[src/rtl/iob_dma_pkg.sv]
// Shared definitions for the DMA burst scheduler: channel state encoding and page size.
package iob_dma_pkg;

    typedef enum logic [1:0] {
        CH_IDLE  = 2'd0,
        CH_ISSUE = 2'd1,
        CH_DRAIN = 2'd2
    } ch_state_t;

    localparam int PAGE_BYTES = 4096;

endpackage

[src/rtl/iob_dma_rr_arb.sv]
// Round-robin arbiter: grants the first requester at or after the pointer;
// the pointer moves past the granted index only when adv is strobed.
module iob_dma_rr_arb #(
    parameter int N = 4
) (
    input  logic                                 clk,
    input  logic                                 rst_n,
    input  logic [N-1:0]                         req,
    input  logic                                 adv,
    output logic [N-1:0]                         gnt,
    output logic [((N > 1) ? $clog2(N) : 1)-1:0] gnt_idx
);
    localparam int IW = (N > 1) ? $clog2(N) : 1;

    logic [IW-1:0] ptr;
    int            j;

    // Scan from the farthest candidate back to ptr so the nearest requester wins.
    always_comb begin
        gnt_idx = '0;
        j       = 0;
        for (int i = N - 1; i >= 0; i--) begin
            j = int'(ptr) + i;
            if (j >= N) j = j - N;
            if (req[j]) gnt_idx = IW'(j);
        end
        gnt = (|req) ? (N'(1) << gnt_idx) : '0;
    end

    always_ff @(posedge clk or negedge rst_n) begin
        if (!rst_n) begin
            ptr <= '0;
        end else if (adv) begin
            ptr <= (int'(gnt_idx) == N - 1) ? '0 : gnt_idx + 1'b1;
        end
    end

endmodule

[src/rtl/iob_dma_sched.sv]
// Multi-channel DMA burst scheduler. Define IOB_DMA_SCHED_4K_EN to keep bursts
// from crossing 4 KiB address boundaries.
module iob_dma_sched
    import iob_dma_pkg::*;
#(
    parameter int N_CH      = 4,
    parameter int ADDR_W    = 32,
    parameter int DATA_W    = 32,
    parameter int LEN_W     = 24,
    parameter int MAX_BURST = 16,
    parameter int MAX_OUTST = 2
) (
    input  logic                                    clk_i,
    input  logic                                    arst_n_i,
    input  logic                                    cke_i,
    input  logic [N_CH-1:0]                         cfg_valid_i,
    output logic [N_CH-1:0]                         cfg_ready_o,
    input  logic [N_CH*ADDR_W-1:0]                  cfg_addr_i,
    input  logic [N_CH*LEN_W-1:0]                   cfg_len_i,
    input  logic [N_CH-1:0]                         cfg_dir_i,
    output logic                                    cmd_valid_o,
    input  logic                                    cmd_ready_i,
    output logic [((N_CH > 1) ? $clog2(N_CH) : 1)-1:0] cmd_ch_o,
    output logic [ADDR_W-1:0]                       cmd_addr_o,
    output logic [7:0]                              cmd_len_o,
    output logic                                    cmd_dir_o,
    input  logic                                    rsp_valid_i,
    input  logic [((N_CH > 1) ? $clog2(N_CH) : 1)-1:0] rsp_ch_i,
    input  logic                                    rsp_err_i,
    output logic [N_CH-1:0]                         done_o,
    output logic [N_CH-1:0]                         err_o
);
    localparam int IDX_W = (N_CH > 1) ? $clog2(N_CH) : 1;
    localparam int OUT_W = $clog2(MAX_OUTST + 1);
    localparam int BPB   = DATA_W / 8;

    ch_state_t         st      [N_CH];
    logic [ADDR_W-1:0] addr_q  [N_CH];
    logic [LEN_W-1:0]  rem_q   [N_CH];
    logic [OUT_W-1:0]  outst_q [N_CH];
    logic [N_CH-1:0]   dir_q;

    logic [LEN_W-1:0]  rem_nx   [N_CH];
    logic [OUT_W-1:0]  outst_nx [N_CH];
    logic [N_CH-1:0]   elig, req, gnt, hs_hit, rsp_hit;
    logic [IDX_W-1:0]  gnt_idx;
    logic              hs;
    logic [8:0]        beats, hs_beats;

    assign hs       = cmd_valid_o & cmd_ready_i;
    assign hs_beats = {1'b0, cmd_len_o} + 9'd1;
    // While a command is pending the arbiter sees only its channel, so the
    // pointer advances past exactly the channel that handshakes.
    assign req      = cmd_valid_o ? (N_CH'(1) << cmd_ch_o) : elig;

    iob_dma_rr_arb #(.N(N_CH)) u_arb (
        .clk    (clk_i),
        .rst_n  (arst_n_i),
        .req    (req),
        .adv    (hs & cke_i),
        .gnt    (gnt),
        .gnt_idx(gnt_idx)
    );

    always_comb begin
        for (int c = 0; c < N_CH; c++) begin
            cfg_ready_o[c] = (st[c] == CH_IDLE);
            elig[c]        = (st[c] == CH_ISSUE) && (rem_q[c] != '0) &&
                             (outst_q[c] < OUT_W'(MAX_OUTST));
            hs_hit[c]      = hs && (cmd_ch_o == IDX_W'(c));
            rsp_hit[c]     = rsp_valid_i && (rsp_ch_i == IDX_W'(c)) && (outst_q[c] != '0);
            rem_nx[c]      = hs_hit[c] ? (rem_q[c] - LEN_W'(hs_beats)) : rem_q[c];
            outst_nx[c]    = outst_q[c];
            if (hs_hit[c] && !rsp_hit[c])      outst_nx[c] = outst_q[c] + 1'b1;
            else if (!hs_hit[c] && rsp_hit[c]) outst_nx[c] = outst_q[c] - 1'b1;
        end
    end

`ifdef IOB_DMA_SCHED_4K_EN
    logic [12:0] page_lim;
`endif

    always_comb begin
        beats = 9'(MAX_BURST);
        if (rem_q[gnt_idx] < LEN_W'(MAX_BURST)) beats = 9'(rem_q[gnt_idx]);
`ifdef IOB_DMA_SCHED_4K_EN
        page_lim = (13'(PAGE_BYTES) - {1'b0, addr_q[gnt_idx][11:0]}) / 13'(BPB);
        if (13'(beats) > page_lim) beats = 9'(page_lim);
`endif
    end

    always_ff @(posedge clk_i or negedge arst_n_i) begin
        if (!arst_n_i) begin
            cmd_valid_o <= 1'b0;
            cmd_ch_o    <= '0;
            cmd_addr_o  <= '0;
            cmd_len_o   <= '0;
            cmd_dir_o   <= 1'b0;
            done_o      <= '0;
            err_o       <= '0;
            dir_q       <= '0;
            for (int c = 0; c < N_CH; c++) begin
                st[c]      <= CH_IDLE;
                addr_q[c]  <= '0;
                rem_q[c]   <= '0;
                outst_q[c] <= '0;
            end
        end else if (cke_i) begin
            done_o <= '0;
            if (hs) begin
                cmd_valid_o <= 1'b0;
            end else if (!cmd_valid_o && |gnt) begin
                cmd_valid_o <= 1'b1;
                cmd_ch_o    <= gnt_idx;
                cmd_addr_o  <= addr_q[gnt_idx];
                cmd_len_o   <= 8'(beats - 9'd1);
                cmd_dir_o   <= dir_q[gnt_idx];
            end
            for (int c = 0; c < N_CH; c++) begin
                rem_q[c]   <= rem_nx[c];
                outst_q[c] <= outst_nx[c];
                if (hs_hit[c]) addr_q[c] <= addr_q[c] + ADDR_W'(hs_beats) * ADDR_W'(BPB);
                if (rsp_hit[c] && rsp_err_i) err_o[c] <= 1'b1;
                case (st[c])
                    CH_IDLE: if (cfg_valid_i[c]) begin
                        addr_q[c] <= cfg_addr_i[c*ADDR_W +: ADDR_W];
                        rem_q[c]  <= cfg_len_i[c*LEN_W +: LEN_W];
                        dir_q[c]  <= cfg_dir_i[c];
                        err_o[c]  <= 1'b0;
                        if (cfg_len_i[c*LEN_W +: LEN_W] == '0) done_o[c] <= 1'b1;
                        else                                   st[c]     <= CH_ISSUE;
                    end
                    CH_ISSUE: if (rem_nx[c] == '0) st[c] <= CH_DRAIN;
                    CH_DRAIN: if (outst_nx[c] == '0) begin
                        st[c]     <= CH_IDLE;
                        done_o[c] <= 1'b1;
                    end
                    default: st[c] <= CH_IDLE;
                endcase
            end
        end
    end

endmodule

[config.mk]
export PLATFORM = sky130hd
export DESIGN_NAME = iob_dma_sched
export DESIGN_NICKNAME = d
export VERILOG_FILES = /design/src/rtl/iob_dma_pkg.sv /design/src/rtl/iob_dma_rr_arb.sv /design/src/rtl/iob_dma_sched.sv
export SDC_FILE = /design/constraint.sdc
export NUM_CORES = 1
export LEC_CHECK = 0
export ABC_AREA = 1
export ABC_CLOCK_PERIOD_IN_PS = 3700
export CORE_UTILIZATION = 46
export CTS_CLUSTER_SIZE = 12
export DETAILED_ROUTE_END_ITERATION = 8
export PLACE_DENSITY = 0.82
export SLEW_MARGIN = 40
export SYNTH_ARGS = -nofsm -noshare
export SYNTH_HDL_FRONTEND = slang
export SYNTH_HIERARCHICAL = 1
export SYNTH_SLANG_ARGS = --single-unit
[constraint.sdc]
create_clock -name clk_i -period 3.7 [get_ports clk_i]
set_input_delay 0.74 -clock clk_i [delete_from_list [all_inputs] [get_ports clk_i]]
set_output_delay 0.74 -clock clk_i [all_outputs]
set_load 0.03 [all_outputs]
=== Yosys cells after proc, flatten, opt, wreduce, memory -nomap -nowiden ===
Cells that the tools add are included.

* $add $sub $neg: 26
* Order comparisons: 15
* Equal/unequal tests: 31
* Shift-type cells: 2
* Multiplexer cells: 114
* Bitwise operators: 4
* Reduce and logical (&&, ||, !) cells: 81

{| class="wikitable"
|+ Operator list
! kind !! count
|-
| 32-bit two-way mux || 18
|-
| 24-bit two-way mux || 14
|-
| 24-bit zero test || 8
|-
| 32-bit by 11-bit adder with 32-bit output || 4
|-
| 32-bit by 4-bit less-than comparator with 1-bit output (second input constant) || 4
|-
| 32-bit by 4-bit >= comparator with 1-bit output (second input constant) || 3
|-
| 24-bit nonzero test || 4
|-
| 24-bit by 9-bit subtractor with 24-bit output || 4
|-
| 32-bit by 4-bit subtractor with 32-bit output (second input constant) || 3
|-
| 32-bit binary-select mux with 2-bit select || 1
|-
| 2-bit two-way mux || 29
|-
| 24-bit binary-select mux with 2-bit select || 1
|-
| 1-bit two-way mux || 35
|-
| 1-bit logical AND || 33
|-
| 24-bit by 5-bit less-than comparator with 1-bit output (second input constant) || 1
|-
| 2-bit inequality test (second input constant) || 12
|-
| 2-bit one-hot mux with 3 select lines || 4
|-
| 2-bit zero test || 10
|-
| 5-bit AND reduction || 4
|-
| 2-bit == test (second input constant) || 8
|-
| 3-bit AND reduction || 5
|-
| 2-bit by 1-bit == test with 1-bit output (second input constant) || 7
|-
| 2-bit by 1-bit adder with 2-bit output (second input constant) || 5
|-
| 1-bit binary-select mux with 2-bit select || 5
|-
| other kinds (22) || 51
|}

* Flip-flop bits (word level): 298
* Input port bits: 240
* Output and inout port bits: 56
* Logic and storage cells: 301

=== Depth between registers and ports, before layout ===
* Word-level depth: 18
* Gate-level depth with buffers: 29
* Gate-level depth less buffers: 29

=== By module ===
The synthesis kept the hierarchy.

{| class="wikitable"
|+ Modules (own cells, without submodules)
! module !! instances !! cells each !! area an instance (µm²) !! sequential area each (µm²)
|-
| iob_dma_sched || 1 || 3,754 || 23,870.4 || 7,407.1
|-
| iob_dma_rr_arb || 1 || 65 || 394.1 || 50.0
|}

=== Worst setup path before layout ===
No wires, ideal clock.

* Path kind: register -> register
* Start: reg rem_q[33] in the netlist's numbering
* End: reg cmd_len_o[4]
* Setup time: 0.132 ns
* Arrival: 3.724 ns
* Required time: 3.568 ns
* Setup slack: -0.156 ns
* Stages on the path, launching flop included: 29
* Buffers on the path: 3
* Clock period less this slack: 3.856 ns
* Cells stage by stage: dfrtp_1 > clkbuf_1 > nor2_1 > inv_1 > nor4_1 > nand4_1 > nand3_1 > o21ai_0 > inv_1 > nand2_1 > nand3_1 > nand2_2 > nand3_2 > nand3_2 > nand2_2 > clkbuf_1 > inv_1 > clkbuf_1 > o21ai_0 > nand2_1 > a221oi_1 > nand3_1 > inv_1 > o21ai_0 > ha_1 > nand2_1 > o21ai_0 > a21oi_1 > a21oi_1

* Cells in the longest elaborated chain, start to end: 18
* Elaborated cells on any way between the ends: 33
* Classes of those cells: add/sub (1); order compare (1); shift (1); mux (22); bitwise (1); reduce/logical (7)

{| class="wikitable"
|+ RTL lines
! what !! line !! RTL
|-
| from (decl) || iob_dma_sched.sv:39 || <nowiki>logic [LEN_W-1:0] rem_q [N_CH];</nowiki>
|-
| from (signal, indexed assignment) || iob_dma_sched.sv:120 || <nowiki>rem_q[c] <= rem_nx[c];</nowiki>
|-
| from (signal, indexed assignment) || iob_dma_sched.sv:127 || <nowiki>rem_q[c] <= cfg_len_i[c*LEN_W +: LEN_W];</nowiki>
|-
| 24-bit nonzero test * || iob_dma_sched.sv:68 || <nowiki>elig[c] = (st[c] == CH_ISSUE) && (rem_q[c] != '0) &&</nowiki>
|-
| 1-bit logical AND * (2 in series) || iob_dma_sched.sv:68 ||
|-
| 4-bit two-way mux * || iob_dma_sched.sv:54 || <nowiki>assign req = cmd_valid_o ? (N_CH'(1) << cmd_ch_o) : elig;</nowiki>
|-
| via req[2] || iob_dma_sched.sv:45 || <nowiki>logic [N_CH-1:0] elig, req, gnt, hs_hit, rsp_hit;</nowiki>
|-
| 1-bit binary-select mux with 2-bit select || iob_dma_rr_arb.sv:25 || <nowiki>if (req[j]) gnt_idx = IW'(j);</nowiki>
|-
| 1-bit two-way mux (not written as such) (2 in series) || iob_dma_rr_arb.sv:25 ||
|-
| 2-bit two-way mux (3 in series) || iob_dma_rr_arb.sv:25 ||
|-
| 2-bit two-way mux * || iob_dma_rr_arb.sv:25 ||
|-
| via gnt_idx[0] || iob_dma_sched.sv:46 || <nowiki>logic [IDX_W-1:0] gnt_idx;</nowiki>
|-
| 2-bit NOT with 3-bit output (not written as such) || iob_dma_sched.sv:85 || <nowiki>if (rem_q[gnt_idx] < LEN_W'(MAX_BURST)) beats = 9'(rem_q[gnt_idx]);</nowiki>
|-
| 24-bit binary-select mux with 2-bit select || iob_dma_sched.sv:85 ||
|-
| 24-bit two-way mux (not written as such) (2 in series) || iob_dma_sched.sv:85 ||
|-
| 24-bit by 5-bit less-than comparator with 1-bit output || iob_dma_sched.sv:85 ||
|-
| 8-bit two-way mux || iob_dma_sched.sv:85 ||
|-
| 8-bit by 1-bit subtractor with 8-bit output || iob_dma_sched.sv:116 || <nowiki>cmd_len_o <= 8'(beats - 9'd1);</nowiki>
|-
| to (signal assigned) || iob_dma_sched.sv:116 ||
|-
| to (decl) || iob_dma_sched.sv:25 || <nowiki>output logic [7:0] cmd_len_o,</nowiki>
|}

The timed path passes the listed nets; every way through them passes the cells marked *. The select of a mux whose other input is x is not followed.
A chain may end at the register's enable or synchronous reset.

=== Worst setup path in the final report ===
* Start: reg rem_q[14] in the netlist's numbering
* End: reg cmd_len_o[4]

* Cells in the longest elaborated chain, start to end: 18
* Elaborated cells on any way between the ends: 33
* Classes of those cells: add/sub (1); order compare (1); shift (1); mux (22); bitwise (1); reduce/logical (7)

{| class="wikitable"
|+ RTL lines
! what !! line
|-
| 24-bit nonzero test * || iob_dma_sched.sv:68
|-
| 1-bit logical AND * (2 in series) || iob_dma_sched.sv:68
|-
| 4-bit two-way mux * || iob_dma_sched.sv:54
|-
| via req[3] || iob_dma_sched.sv:45
|-
| 1-bit binary-select mux with 2-bit select || iob_dma_rr_arb.sv:25
|-
| 1-bit two-way mux (not written as such) (2 in series) || iob_dma_rr_arb.sv:25
|-
| 2-bit two-way mux (4 in series) || iob_dma_rr_arb.sv:25
|-
| 2-bit NOT with 3-bit output (not written as such) || iob_dma_sched.sv:85
|-
| 24-bit binary-select mux with 2-bit select || iob_dma_sched.sv:85
|-
| 24-bit two-way mux (not written as such) (2 in series) || iob_dma_sched.sv:85
|-
| 24-bit by 5-bit less-than comparator with 1-bit output || iob_dma_sched.sv:85
|-
| 8-bit two-way mux || iob_dma_sched.sv:85
|-
| 8-bit by 1-bit subtractor with 8-bit output || iob_dma_sched.sv:116
|}

Marked as above.

==> metrics.txt <==
CTS root buffer clkbuf_16; Fin Clk Skew 0.03146 ns; Sequential Power Share 20.1%; Adder-Cell Fraction of Synth Area 2.826%; Skew-Pair Late Insertion Delay 0.60 ns; Post-synth EDFFs 0; Finished Core Util 59.97%; unrepaired setup endpoints after global routing yes; VDD IR max between 0.6 and 0.7 mV; dpl cells between 4k and 5k; CTS max path bufs 3; Max H-tree Level 2; hpwl dp between 70000 and 80000 um; CTS tree done; gr ovfl total 0; non-filler instance count after layout 4960; syn nets 4109; Total Routing Usage GR 34.65%; Power Dens Cells 1019 nW/um2; port bufs 295; synthesized cell area roughly 24000 um2; Arrival @ worst endpoint 4.13 ns; Crit Path Max Fanout 5; most frequent cells in the layout nand2_1 (1154), inv_1 (470), nor2_1 (333); min Tclk post-route 3.668 ns; most common cell after layout, fill and taps aside nand2_1; post-route ant nets 0; clock power share between 10 and 15%; vias in the first global route 26.82k; Worst Setup Slack, final roughly 0.032 ns; post-synthesis simple-gate area fraction 37.86%; DRC 0; P_leak 14.44 nW; distinct cell type count after synthesis 55; row count 83; Comb pwr share 67.7%; clk sink count 298; share of the synthesized area in the top cell type just over 30%; post-synthesis xor/xnor area fraction 1.444%; design area 31010 um2; Slew HR 41.65%; Die Wd around 230 um; Die Y 231.7 um; Post-DP Area 29240 um2; Ys Warns 6; initial antenna violation count 0; post-synthesis sequential area ratio 30.73%; Critical Path RT 4.16 ns; vias per cell 5.780; Tot Pwr approximately 32 mW; Worst-path clk slew about 0.060 ns; first-pass GRT wire length 145600 um; post-DR wirelength/cell 19.19 um; die footprint 53670 um2; GP Congestion slightly above 1; ranking of synthesized cells by area dfrtp_1 (31%), nand2_1 (18%), inv_1 (7.4%); Synth area leader dfrtp_1; Setup CP Type register to register; Max Slew Vio Count 0; mux cell area share after synthesis 0%; status finished, final reports clean; layout cells sized above 1 10.63%; Worst Setup Start Kind register; switching share of power 53.60%; core area roughly 52000 um2; final WL between 90000 and 100000 um; register bit total from synthesis approximately 300; NetSw 16.95 mW; largest family of logic cells by synthesized area simple AND/OR/NAND/NOR gates; Area Overhead vs Synth 27.82%; TritonCTS Buffers 38; fill count roughly 4.9k; largest net degree at the start of global routing 130; Post-Synthesis Cells roughly 3.8k; max cap viols 0; Crit. End Element register; Peak Freq 272.6 MHz; pre-CTS setup slack -0.2809 ns; period utilization 99.13%; ys flop type dfrtp_1; Worst-Margin Slew 0.8617 ns; Int Power 14.67 mW; Top Ports between 200 and 300; # setup viols final 0; Final Hold Fails 0; antenna cells 0; vias between 20k and 30k; syn avg cell area 6.354 um2; Nets approximately 4.5k; ys async rst share 100.0%; drt first pass iters 7; initial DRC count 3311; Compound-Gate Fraction of Synth Area 17.36%; HP Class primary input to async pin; Initial Util a little under half
critical path: stages (launching register included):
cell and delay, ns:
dfrtp_1 0.38, nor2_2 0.16, nand2_2 0.10, nor4_4 0.23
buf_4 0.17, nand4_1 0.08, nand4_1 0.13, o21ai_1 0.09
inv_1 0.12, nand2_2 0.08, nand3_2 0.10, nand2_1 0.07
inv_2 0.09, nand2_4 0.07, nand2_8 0.09, nand2_4 0.09
o21ai_0 0.23, nand2_1 0.10, a221oi_1 0.23, nand3_1 0.17
inv_2 0.13, o21ai_2 0.09, ha_2 0.21, nand2_2 0.08
o21ai_2 0.07, a21oi_1 0.12, a21oi_1 0.05
what timing repair did:
item | 4_1_cts | 5_1_grt
pin swaps | 2 | 27
setup buffers | 0 | 15
gates resized for setup | 12 | 83
endpoints found under the setup margin | 42 | 53
cloned | 0 | 3
hold buffers | 0 | 0
per-layer routing:
metal	track usage [%]	routed length (um)	vias up
li1	-	-	13640
met5	0	0	-
met2	55.20	42560	1551
met4	17.11	5189	0
met3	6.053	9507	283
met1	45.24	37930	13200
flip-flops by register name, summed over array words and instances (netlist names), 2 cells and up:
| name | flops |
|---|---|
| u_arb/ptr | 2 |
| rem_q | 96 |
| cmd_ch_o | 2 |
| done_o | 4 |
| outst_q | 8 |
| cmd_len_o | 8 |
| st | 8 |
| err_o | 4 |
| cmd_addr_o | 32 |
| addr_q | 128 |
| dir_q | 4 |
Yosys cell counts (4+ instances only):
cell type	number
o221ai_1	85
clkbuf_1	107
nand4_1	87
a221o_1	4
o22ai_1	34
inv_1	476
clkinv_1	4
nor4_1	47
nand2_1	1161
nand3b_1	13
o21a_1	8
inv_2	11
o21ai_1	21
fa_1	8
nor2_4	4
xnor2_1	4
o211ai_1	95
a31oi_1	28
o21ai_2	4
nand2_4	7
o21bai_1	7
a21oi_1	127
xor2_1	36
nor2_1	356
nand2_2	27
o21ai_0	247
or2_2	8
nand3_2	12
nor3_1	66
nand3_1	318
buf_1	20
dfrtp_1	298
nor2_2	7
ha_1	42
o32ai_1	8
metrics by stage:
stage / setup TNS, ns / hold slack [ns]
floorplan: 0 / 0.4366
global placement: -3.168 / 0.4531
detailed placement: -8.921 / 0.4601
CTS: -0.01576 / 0.1049
global route: -1.785 / 0.1295
finish: 0 / 0.09038
path summary, 6_finish.rpt:
check	depth (start not counted)	slack (ns)	endpoint	start
worst max-delay path	26	0.03	cmd_len_o[4]	rem_q[14]
worst min-delay path	1	0.09	addr_q[18]	arst_n_i
worst max register to register	26	0.03	cmd_len_o[4]	rem_q[14]
worst min register to register	2	0.48	dir_q[2]	dir_q[2]
max in group asynchronous	2	2.74	rem_q[94]	arst_n_i
min in group clk_i	2	0.48	dir_q[2]	dir_q[2]
power groups by stage:
| stage | logic [mW] | registers, mW | clock network [mW] |
|---|---|---|---|
| floorplan | 12.5 | 6.42 | 0 |
| global placement | 19.6 | 6.24 | 0 |
| detailed placement | 19.8 | 6.26 | 0 |
| CTS | 20.0 | 6.25 | 3.87 |
| global route | 23.4 | 6.54 | 3.98 |
| finish | 21.4 | 6.37 | 3.85 |
area by class of cell:
| type | instances | area, um2 | area share, % |
|---|---|---|---|
| inverter | 491 | 1856 | 5.983 |
| clock buffer | 54 | 1142 | 3.683 |
| multi-input combinational | 2897 | 14750 | 47.56 |
| tap | 680 | 850.8 | 2.743 |
| clock inverter | 14 | 123.9 | 0.3994 |
| sequential | 298 | 7457 | 24.04 |
| timing repair buffer | 526 | 4833 | 15.58 |
cell families (layout without fill, tap and decap cells):
family          after synthesis  in the layout
flops                       298            298
compound gates              681            681
buf+inv                     625           1085
fa+ha+maj                    50             50
simple gates               2125           2126
xor+xnor                     40             40
No activity file was read; power rests on OpenSTA's default activity.
